`src/rtl/psram_req_sequencer.sv`:
```
`default_nettype none
// ============================================================================
// psram_req_sequencer: FIFO-buffered valid/ready front end that drives the
// PsramController read/write pulse + busy protocol and returns read responses.
// Revision: 1.0
// ============================================================================
module psram_req_sequencer #(
  parameter int DEPTH   = 4,
  parameter int TIMEOUT = 31
) (
  input  logic        clk,
  input  logic        resetn,
  input  logic        req_valid,
  output logic        req_ready,
  input  logic        req_write,
  input  logic        req_byte,
  input  logic [21:0] req_addr,
  input  logic [15:0] req_wdata,
  output logic        rsp_valid,
  input  logic        rsp_ready,
  output logic [15:0] rsp_rdata,
  output logic        rsp_error,
  output logic        mem_read,
  output logic        mem_write,
  output logic        mem_byte_write,
  output logic [21:0] mem_addr,
  output logic [15:0] mem_din,
  input  logic [15:0] mem_dout,
  input  logic        mem_busy,
  output logic        timeout_err,
  output logic        idle
);

  localparam int AW = $clog2(DEPTH);
  localparam int CW = $clog2(TIMEOUT + 1);

  typedef enum logic [1:0] {
    S_IDLE   = 2'd0,
    S_ISSUE  = 2'd1,
    S_SETTLE = 2'd2,
    S_WAIT   = 2'd3
  } state_t;

  state_t        r_state;
  state_t        w_state_nxt;

  logic [21:0]   r_fifo_addr [DEPTH];
  logic [15:0]   r_fifo_data [DEPTH];
  logic          r_fifo_wr   [DEPTH];
  logic          r_fifo_byte [DEPTH];
  logic [AW-1:0] r_wptr;
  logic [AW-1:0] r_rptr;
  logic [AW:0]   r_count;

  logic          r_op_wr;
  logic [CW-1:0] r_cnt;

  logic          w_full;
  logic          w_empty;
  logic          w_push;
  logic          w_pop;
  logic          w_done;
  logic          w_timeout;
  logic [15:0]   w_wdata_fmt;
  logic [15:0]   w_rdata;

  assign w_full    = (r_count == (AW+1)'(DEPTH));
  assign w_empty   = (r_count == '0);
  assign req_ready = !w_full;
  assign w_push    = req_valid && !w_full;
  // A pending response blocks issue so a new read can never overwrite it.
  assign w_pop     = (r_state == S_IDLE) && !w_empty && !mem_busy && !rsp_valid;

  assign w_done    = (r_state == S_WAIT) && !mem_busy;
  assign w_timeout = (r_state == S_WAIT) && mem_busy && (r_cnt == CW'(TIMEOUT - 1));

  assign w_wdata_fmt = req_byte ? {req_wdata[7:0], req_wdata[7:0]} : req_wdata;
  assign w_rdata     = mem_byte_write
                     ? {8'h00, (mem_addr[0] ? mem_dout[15:8] : mem_dout[7:0])}
                     : mem_dout;

  assign idle = w_empty && (r_state == S_IDLE) && !rsp_valid;

  // Storage needs no reset; the pointers define what is valid.
  always_ff @(posedge clk) begin
    if (w_push) begin
      r_fifo_addr[r_wptr] <= req_addr;
      r_fifo_data[r_wptr] <= w_wdata_fmt;
      r_fifo_wr[r_wptr]   <= req_write;
      r_fifo_byte[r_wptr] <= req_byte;
    end
  end

  always_ff @(posedge clk or negedge resetn) begin
    if (!resetn) begin
      r_wptr  <= '0;
      r_rptr  <= '0;
      r_count <= '0;
    end else begin
      if (w_push) r_wptr <= r_wptr + 1'b1;
      if (w_pop)  r_rptr <= r_rptr + 1'b1;
      case ({w_push, w_pop})
        2'b10:   r_count <= r_count + 1'b1;
        2'b01:   r_count <= r_count - 1'b1;
        default: r_count <= r_count;
      endcase
    end
  end

  always_ff @(posedge clk or negedge resetn) begin
    if (!resetn) r_state <= S_IDLE;
    else         r_state <= w_state_nxt;
  end

  always_comb begin
    w_state_nxt = r_state;
    mem_read    = 1'b0;
    mem_write   = 1'b0;
    case (r_state)
      S_IDLE:   if (w_pop) w_state_nxt = S_ISSUE;
      S_ISSUE: begin
        mem_read    = !r_op_wr;
        mem_write   = r_op_wr;
        w_state_nxt = S_SETTLE;
      end
      S_SETTLE: w_state_nxt = S_WAIT;
      S_WAIT:   if (w_done || w_timeout) w_state_nxt = S_IDLE;
      default:  w_state_nxt = S_IDLE;
    endcase
  end

  always_ff @(posedge clk or negedge resetn) begin
    if (!resetn) begin
      mem_addr       <= '0;
      mem_din        <= '0;
      mem_byte_write <= 1'b1;
      r_op_wr        <= 1'b0;
      r_cnt          <= '0;
      rsp_valid      <= 1'b0;
      rsp_rdata      <= '0;
      rsp_error      <= 1'b0;
      timeout_err    <= 1'b0;
    end else begin
      if (w_pop) begin
        mem_addr       <= r_fifo_addr[r_rptr];
        mem_din        <= r_fifo_data[r_rptr];
        mem_byte_write <= r_fifo_byte[r_rptr];
        r_op_wr        <= r_fifo_wr[r_rptr];
        r_cnt          <= '0;
      end else if ((r_state == S_SETTLE) || (r_state == S_WAIT)) begin
        r_cnt <= r_cnt + 1'b1;
      end

      if (rsp_valid && rsp_ready) rsp_valid <= 1'b0;

      if (w_done && !r_op_wr) begin
        rsp_valid <= 1'b1;
        rsp_rdata <= w_rdata;
        rsp_error <= 1'b0;
      end

      if (w_timeout) begin
        timeout_err <= 1'b1;
        if (!r_op_wr) begin
          rsp_valid <= 1'b1;
          rsp_rdata <= '0;
          rsp_error <= 1'b1;
        end
      end
    end
  end

endmodule
`default_nettype wire

```
`config.mk`:
```
export PLATFORM = sky130hd
export DESIGN_NAME = psram_req_sequencer
export DESIGN_NICKNAME = d
export VERILOG_FILES = /design/src/rtl/psram_req_sequencer.sv
export SDC_FILE = /design/constraint.sdc
export NUM_CORES = 1
export LEC_CHECK = 0
export CELL_PAD_IN_SITES_DETAIL_PLACEMENT = 0
export CELL_PAD_IN_SITES_GLOBAL_PLACEMENT = 2
export CORE_MARGIN = 1
export CORE_UTILIZATION = 45
export DETAILED_ROUTE_END_ITERATION = 7
export HOLD_SLACK_MARGIN = 0.03
export PLACE_DENSITY_LB_ADDON = 0.1
export SLEW_MARGIN = 20
export SYNTH_ARGS = -nofsm -noshare
export SYNTH_HDL_FRONTEND = slang
export SYNTH_SLANG_ARGS = --single-unit
```
`constraint.sdc`:
```
create_clock -name clk -period 3.6 [get_ports clk]
set_input_delay 1.08 -clock clk [delete_from_list [all_inputs] [get_ports clk]]
set_output_delay 1.08 -clock clk [all_outputs]
set_load 0.01 [all_outputs]
```
# Yosys cells after proc, flatten, opt, wreduce, memory -nomap -nowiden
# Memory sizes are Yosys's and may differ from the RTL's. A register that Yosys moved wholly into a read port is not among the register bits.
# Cells that the tools add are included.
# op_classes
add_sub_neg,5
eq_ne,9
muxes,23
n_reduce_logical,27
# op_table
op,n
$mux 16,5
$logic_and 1x1->1,11
$mux 1,11
$mux 5,2
$logic_not 1->1,9
$mux 8,1
$pmux 2 s4,1
$eq 2x2->1 const B,3
$pmux 3 s2,1
$add 5x1->5 const B,1
$eq 5x5->1 const B,1
$add 2x1->2 const B,2
$eq 2x1->1 const B,2
$mux 2,2
$reduce_bool 2->1,2
$add 3x1->3 const B,1
$eq 3x3->1 const B,1
$logic_not 3->1,1
$sub 3x1->3 const B,1
$logic_not 2->1,1
$logic_or 1x1->1,2
$ne 2x1->1 const B,1
$ne 2x2->1 const B,1
$reduce_and 2->1,1
# totals
reg_bits,33
ramBits,160
inputBits,61
output_inout_bits,62
word_cells,77
n_memories,4
# mem_list
memory,depth,width,read_ports,rd_clocked_by_memory_dff,write_ports,line_no,rtl
r_fifo_addr,4,22,1,1,1,47,logic [21:0] r_fifo_addr [DEPTH];
r_fifo_data,4,16,1,1,1,48,logic [15:0] r_fifo_data [DEPTH];
r_fifo_byte,4,1,1,1,1,50,logic r_fifo_byte [DEPTH];
r_fifo_wr,4,1,1,1,1,49,logic r_fifo_wr [DEPTH];

# Longest topological paths before layout
# depth
ltp_word,7
mapped_depth,12
depth_no_buf,11

# Worst setup path after synthesis
# No wires, ideal clock.
# synth_timing
kind,in2reg
from,in mem_busy
to,reg r_count[2]
setup_ps,79
arrival_time_ps,2686
setup_slack_ps,835
cell_stages,9
path_buffers,1
cell_sequence,or3_4 -> clkinv_8 -> buf_12 -> ha_1 -> inv_1 -> fa_1 -> xor2_1 -> nor2_1 -> xor2_1
# synth_via
elab_chain_cells,5
elab_cells_between_ends,7
# synth_rtl
element,line_no,rtl
start: declaration,29,"input logic mem_busy,"
$logic_not 1->1 (*),72,assign w_pop = (r_state == S_IDLE) && !w_empty && !mem_busy && !rsp_valid;
$logic_and 1x1->1 (*) (2 in a row),72,
net w_pop,61,logic w_pop;
$eq 2x1->1 / $eq 2x2->1 (equally long branches),102,"case ({w_push, w_pop})"
$pmux 3 s2 / $reduce_bool 2->1 (equally long branches),n/a,
end signal: assignment,103,2'b10: r_count <= r_count + 1'b1;
end signal: assignment,104,2'b01: r_count <= r_count - 1'b1;
end signal: assignment,105,default: r_count <= r_count;
end: declaration,53,logic [AW:0] r_count;
# The timed path passes the listed nets; every way through them passes the cells marked *.
# A chain may end at the register's enable or synchronous reset.

# Final worst setup path
# layout_timing
from,reg r_state[0]
to,out idle
# layout_via
elab_chain_cells,3
# layout_rtl
element,line_no,rtl
start: declaration,44,state_t r_state;
start signal: assignment,112,else r_state <= w_state_nxt;
$logic_not 2->1,82,assign idle = w_empty && (r_state == S_IDLE) && !rsp_valid;
$logic_and 1x1->1 (2 in a row),82,
end: declaration,31,output logic idle
# No other way between the ends.

==> results.yml <==
logic_synthesis:
  synth_cells: 467
  synth.most_common_cell: "edfxtp_1"
  ys_types: 41
  synth_edf_count: 160
  synth_area_um2: 9310
  synth_top_area_share_pct: 51.6
  avgSynthCellArea_um2: 19.9
  ys_top_cells_by_count: "160 x edfxtp_1, 72 x dfrtp_1, 40 x mux4_2"
  yosysWarnings: 0
  synth_seq_cells: 233
  synth_area_leaders: "edfxtp_1 52%, dfrtp_1 19%, mux4_2 9.7%"
  syn_nets: 541
  synth-seq-area-share_pct: 71.3
  async_reset_ff_share_pct: 31.3
  synth_top_area_cell: "edfxtp_1"
  ys.flop_type: "edfxtp_1"
critical_path:
  worst-path-buf-inv: 2
  crit_path_start_kind: "flip-flop"
  crit_start: "r_state[0]"
  slowest_delay_ns: 0.53
  cp.arrival_ns: 1.98
  crit_path_end_kind: "output pin"
  worst_ep_required_time_ns: 2.52
  crit_family: "buffers and inverters"
  crit_fanout: 4
  worstSetupPathDepth: 4
  cp_slowest_cell: "clkdlybuf4s50_1"
  worstReg2RegStart: "r_state[0]"
  rrSetupSlack_ns: 1.19
  cp-endpoint: "idle"
  r2r_end: "r_count[2]"
  critPathKind: "flip-flop to output pin"
  crit_chain: "inv_1, ha_1, and3_1, clkdlybuf4s50_1"
  worstRegToRegCells: 11
cts:
  h-tree-depth: 1
  cts_sinks: 233
  cts-root-buf: "clkbuf_16"
  cts_tree: "built"
  insertion_delay_ns: 0.51
  path_clk_slew_ns: 0.06
  clk_path_buf_depth: 3
  post_cts_buffers: 0
  hold_buffers: 0
  post_cts_resized: 0
  cts_inserted_buffers: 25
sta:
  post-route-min-period_ns: 3.06
  slew_viol_final: 0
  whs_ns: 0.482
  rsz0062_at_grt: "no"
  skew_ns: 0.0111
  setup-tns-final_ns: 0
  min_period_over_period_pct: 84.9
  tightest_slew_ns: 0.895
  setup_ws_ns: 0.543
  hold_viol: 0
  max_freq_ghz: 0.327
  max_slew_margin_pct: 40.4
  setup_viol: 0
grt:
  grt_usage_pct: 17.6
  grt_max_degree: 46
  grt_pass1_vias: 5126
  overflow: 0
  antenna_found_initial: 0
  grt_pass1_wl_um: 28700
route:
  vias: 4595
  final_antenna_net_count: 0
  drt_iter0_drc: 229
  post_drt_wl_per_cell_um: 20.0
  drt_wl_total_um: 17800
  drcViolationCount: 0
  first_pass_iters: 4
  viasPerCell: 5.16
layout:
  drive_gt1_share_pct: 22.9
  antenna_cells: 0
  layout.nets: 677
  syn2layout_area_growth_pct: 24.2
  fin_area_um2: 11600
  instances_no_fill: 891
  fin_util_pct: 57.1
pwr:
  total_power_mw: 9.68
  leakage_nw: 4.28
  peakVddDrop_v: 0.000470
  p_per_area_nw_per_um2: 837
floorplan:
  fp-row-count: 52
  dieArea_um2: 21300
  initial_core_util_pct: 46.0
  io_pins: 123
  die_h_um: 146
  core_area_um2: 20200
  dieWidth_um: 146
place:
  gp_congestion: 0.731
  dp.final_hpwl_um: 10300
  io_buffers: 122
  dp_cells: 846
  placed_area_um2: 10800
  dp_worst_setup_slack_ns: 0.390
worst_hold_path:
  hp-class: "flip-flop to flip-flop"
outcome:
  outcome: "finished clean"
run:
  max-cap-violations: 0
==> sequential cells by signal (all words and copies together), names as in the netlist, 3 cells and up, named ones only <==
signal,flops
r_cnt,5
r_fifo_data,64
r_count,3
mem_din,16
r_fifo_byte,4
r_fifo_addr,88
mem_addr,22
r_fifo_wr,4
rsp_rdata,8
==> cell usage in the layout, fill, tap and decap left out, types with 4 or more instances in the layout <==
master / n
and3_2: 4
buf_12: 5
buf_4: 5
clkbuf_1: 10
clkbuf_16: 25
clkdlybuf4s50_1: 121
clkinv_1: 6
dfrtp_1: 70
edfxtp_1: 160
ha_1: 12
inv_1: 18
mux2_2: 15
mux2_4: 35
mux2i_1: 9
mux4_2: 40
nand2_1: 19
nor2_1: 7
o21ai_0: 4
o22ai_1: 8
o32ai_1: 8
xnor2_1: 4
xor2_1: 6
==> logic make-up after synthesis <==
group | share of synthesized area (%)
flops | 71.3
mux | 18.1
simple gates | 2.50
buf+inv | 3.19
compound gates | 2.15
fa+ha+maj | 1.83
xor+xnor | 0.941
==> power by group <==
group	total, mW	switching, mW	leakage [nW]	internal [mW]
combinational	2.97	1.16	1.56	1.81
clock	2.40	0.962	0.369	1.44
sequential	4.31	0.615	2.35	3.70
total	9.68	2.73	4.28	6.95
==> area by class of cell <==
class / instances / area [um2]
clock buffer: 36 / 677
clock inverter: 9 / 87.6
fill: 1545 / 8680
inverter: 19 / 83.8
multi-input combinational: 193 / 2380
sequential: 233 / 6640
tap: 270 / 338
timing repair buffer: 131 / 1350
==> layer usage <==
layer	vias to the layer above	share of wire [%]	global-route usage, %	wire [um]
met5	-	0	0	0
met4	0	1.4	4.21	249
met3	17	3.7	2.76	663
met2	109	50	30.2	8910
met1	2384	45	23.6	8020
li1	2085	-	-	-
==> worst reg2reg max path, delay by kind of cell, from the launching register on <==
kind	cells	cell delay, ns
buffers and inverters	3	0.26
xor gates and xnor gates	2	0.30
adders and majority gates	3	0.78
and+or+nand+nor	3	0.59
DFF	1	0.40
==> worst min-delay path by stage <==
| stage | start | end | slack [ns] | depth (start not counted) |
|---|---|---|---|---|
| after floorplan | r_count[2] | r_count[2] | 0.47 | 1 |
| after global placement | timeout_err | timeout_err | 0.46 | 1 |
| after detailed placement | rsp_error | rsp_error | 0.47 | 1 |
| after CTS | rsp_error | rsp_error | 0.48 | 1 |
| after global routing | rsp_error | rsp_error | 0.49 | 1 |
| final | rsp_error | rsp_error | 0.48 | 1 |
No activity file was read; power rests on OpenSTA's default activity.
==> variant, RTL diff (same flow settings) <==
Set the parameter `TIMEOUT` to 62 (it was 31).
--- a/src/rtl/psram_req_sequencer.sv
+++ b/src/rtl/psram_req_sequencer.sv
@@ -7,5 +7,5 @@
 module psram_req_sequencer #(
   parameter int DEPTH   = 4,
-  parameter int TIMEOUT = 31
+  parameter int TIMEOUT = 62
 ) (
   input  logic        clk,
Check against the original RTL: no difference found for any inputs over 4 cycles, from zero or initial values and one cycle with resetn low; that may be too few to reach the edited logic, so the function may still have changed.
==> variant against the unedited design <==
Wire length is 0.73% lower; power fell by 3.2%; worst hold slack got worse by 11 ps; worst setup slack gained 20 ps; final cell count grew 6.6%; utilization up 1.2 points; sequential share of layout area increased by 0.90 points; area after synthesis is 2.6% lower; sequential cell count increased by 1; final area shrank 1.2%.
==> variant: results <==
[outcome]
outcome = finished, final reports clean

[final_layout]
layout.cells.non_filler = 950
n_antenna_cell = 0
drive_above_1_share = 0.162

[hold_path]
whs_path_depth = 2
hold_path.startpoint = mem_addr[21]$_DFFE_PN0P_

[logic_synthesis]
post_synth_fa_ha_maj_area_fraction = 0.0188
post_synth_mux_area_share = 0.122
post_synth_most_frequent_cells = edfxtp_1, nand2_1, dfrtp_1, mux4_2, ha_1
synthXorXnorAreaFrac = 0.0115
synth_cell_types = 40
synth_compound_area_frac = 0.0208
post_synth.cell_area_avg_um2 = 17.0
synth_fp_nets = 607
synth_top_cells_by_area = edfxtp_1, dfrtp_1, mux4_2
part_of_the_yosys_area_used_for_sequential_elements = 0.734
ys_async_sr_fraction = 0.316

[power]
worst_ir_drop_vdd_mv = 0.446
power.static_leakage_nw = 4.37

[cts]
h-tree-depth = 1

[placed_design]
place.detailed.instances = 904
dp_hpwl_um = 10400
placedInstanceArea_mm2 = 0.0106
place_ws_ps = 399

[global_route]
grt_pass1_wl_um = 27500
track_usage = 0.177
initial_antenna_violation_count = 1
grt_pass1_vias = 5129
grt_max_degree = 48

[timing]
worst_clock_skew_ps = 9.60
tightest_slew_ps = 1140

[routing]
drt-total-wl_um = 17700
drt-vias-per-instance = 5.06
drt_initial_violations = 199

[critical_path]
cp-startpoint = r_state[0]$_DFFE_PN0P_
## variant: cell types whose count changed in the layout (fill, tap and decap cells not counted), sizes merged, moves of 7 or more
cell,delta
mux2,-40
nand2,+106
a22o,+7
o32ai,-8
inv,-7
o2bb2ai,+8
o22ai,-8
## variant: power breakdown
part           total [W]  internal [W]  switching [W]
logic            0.00264       0.00147        0.00117
clock network    0.00250       0.00150        0.00100
registers        0.00423       0.00367       0.000557
## variant: final cells by class
| type | instances | area (um2) |
|---|---|---|
| Inverter | 11 | 42.5 |
| Sequential cell | 234 | 6660 |
| Clock inverter | 11 | 105 |
| Multi-Input combinational cell | 263 | 2220 |
| Timing Repair Buffer | 131 | 1350 |
| Clock buffer | 35 | 703 |
| Tap cell | 265 | 332 |
| Fill cell | 1566 | 8170 |
## variant: final timing paths
path	end	slack, ps
setup / recovery	idle	560
hold / removal	mem_addr[21]$_DFFE_PN0P_	470
setup reg to reg	r_count[2]$_DFFE_PN0P_	1200
hold reg to reg	mem_addr[21]$_DFFE_PN0P_	470
max in group asynchronous	mem_byte_write$_DFFE_PN1P_	2420
min in group asynchronous	r_count[1]$_DFFE_PN0P_	530
## variant: critical path: stages (launching register included)
cell	delay, ps
dfrtp_1	400
inv_1	130
ha_1	220
and3_1	170
clkdlybuf4s50_1	530
## variant: routing by layer
| layer | global-route usage | wire length [um] | vias up |
|---|---|---|---|
| met1 | 0.238 | 7860 | 2434 |
| li1 | - | - | 2228 |
| met5 | 0 | 0 | - |
| met4 | 0.0510 | 280 | 0 |
| met2 | 0.297 | 8610 | 122 |
| met3 | 0.0310 | 953 | 25 |
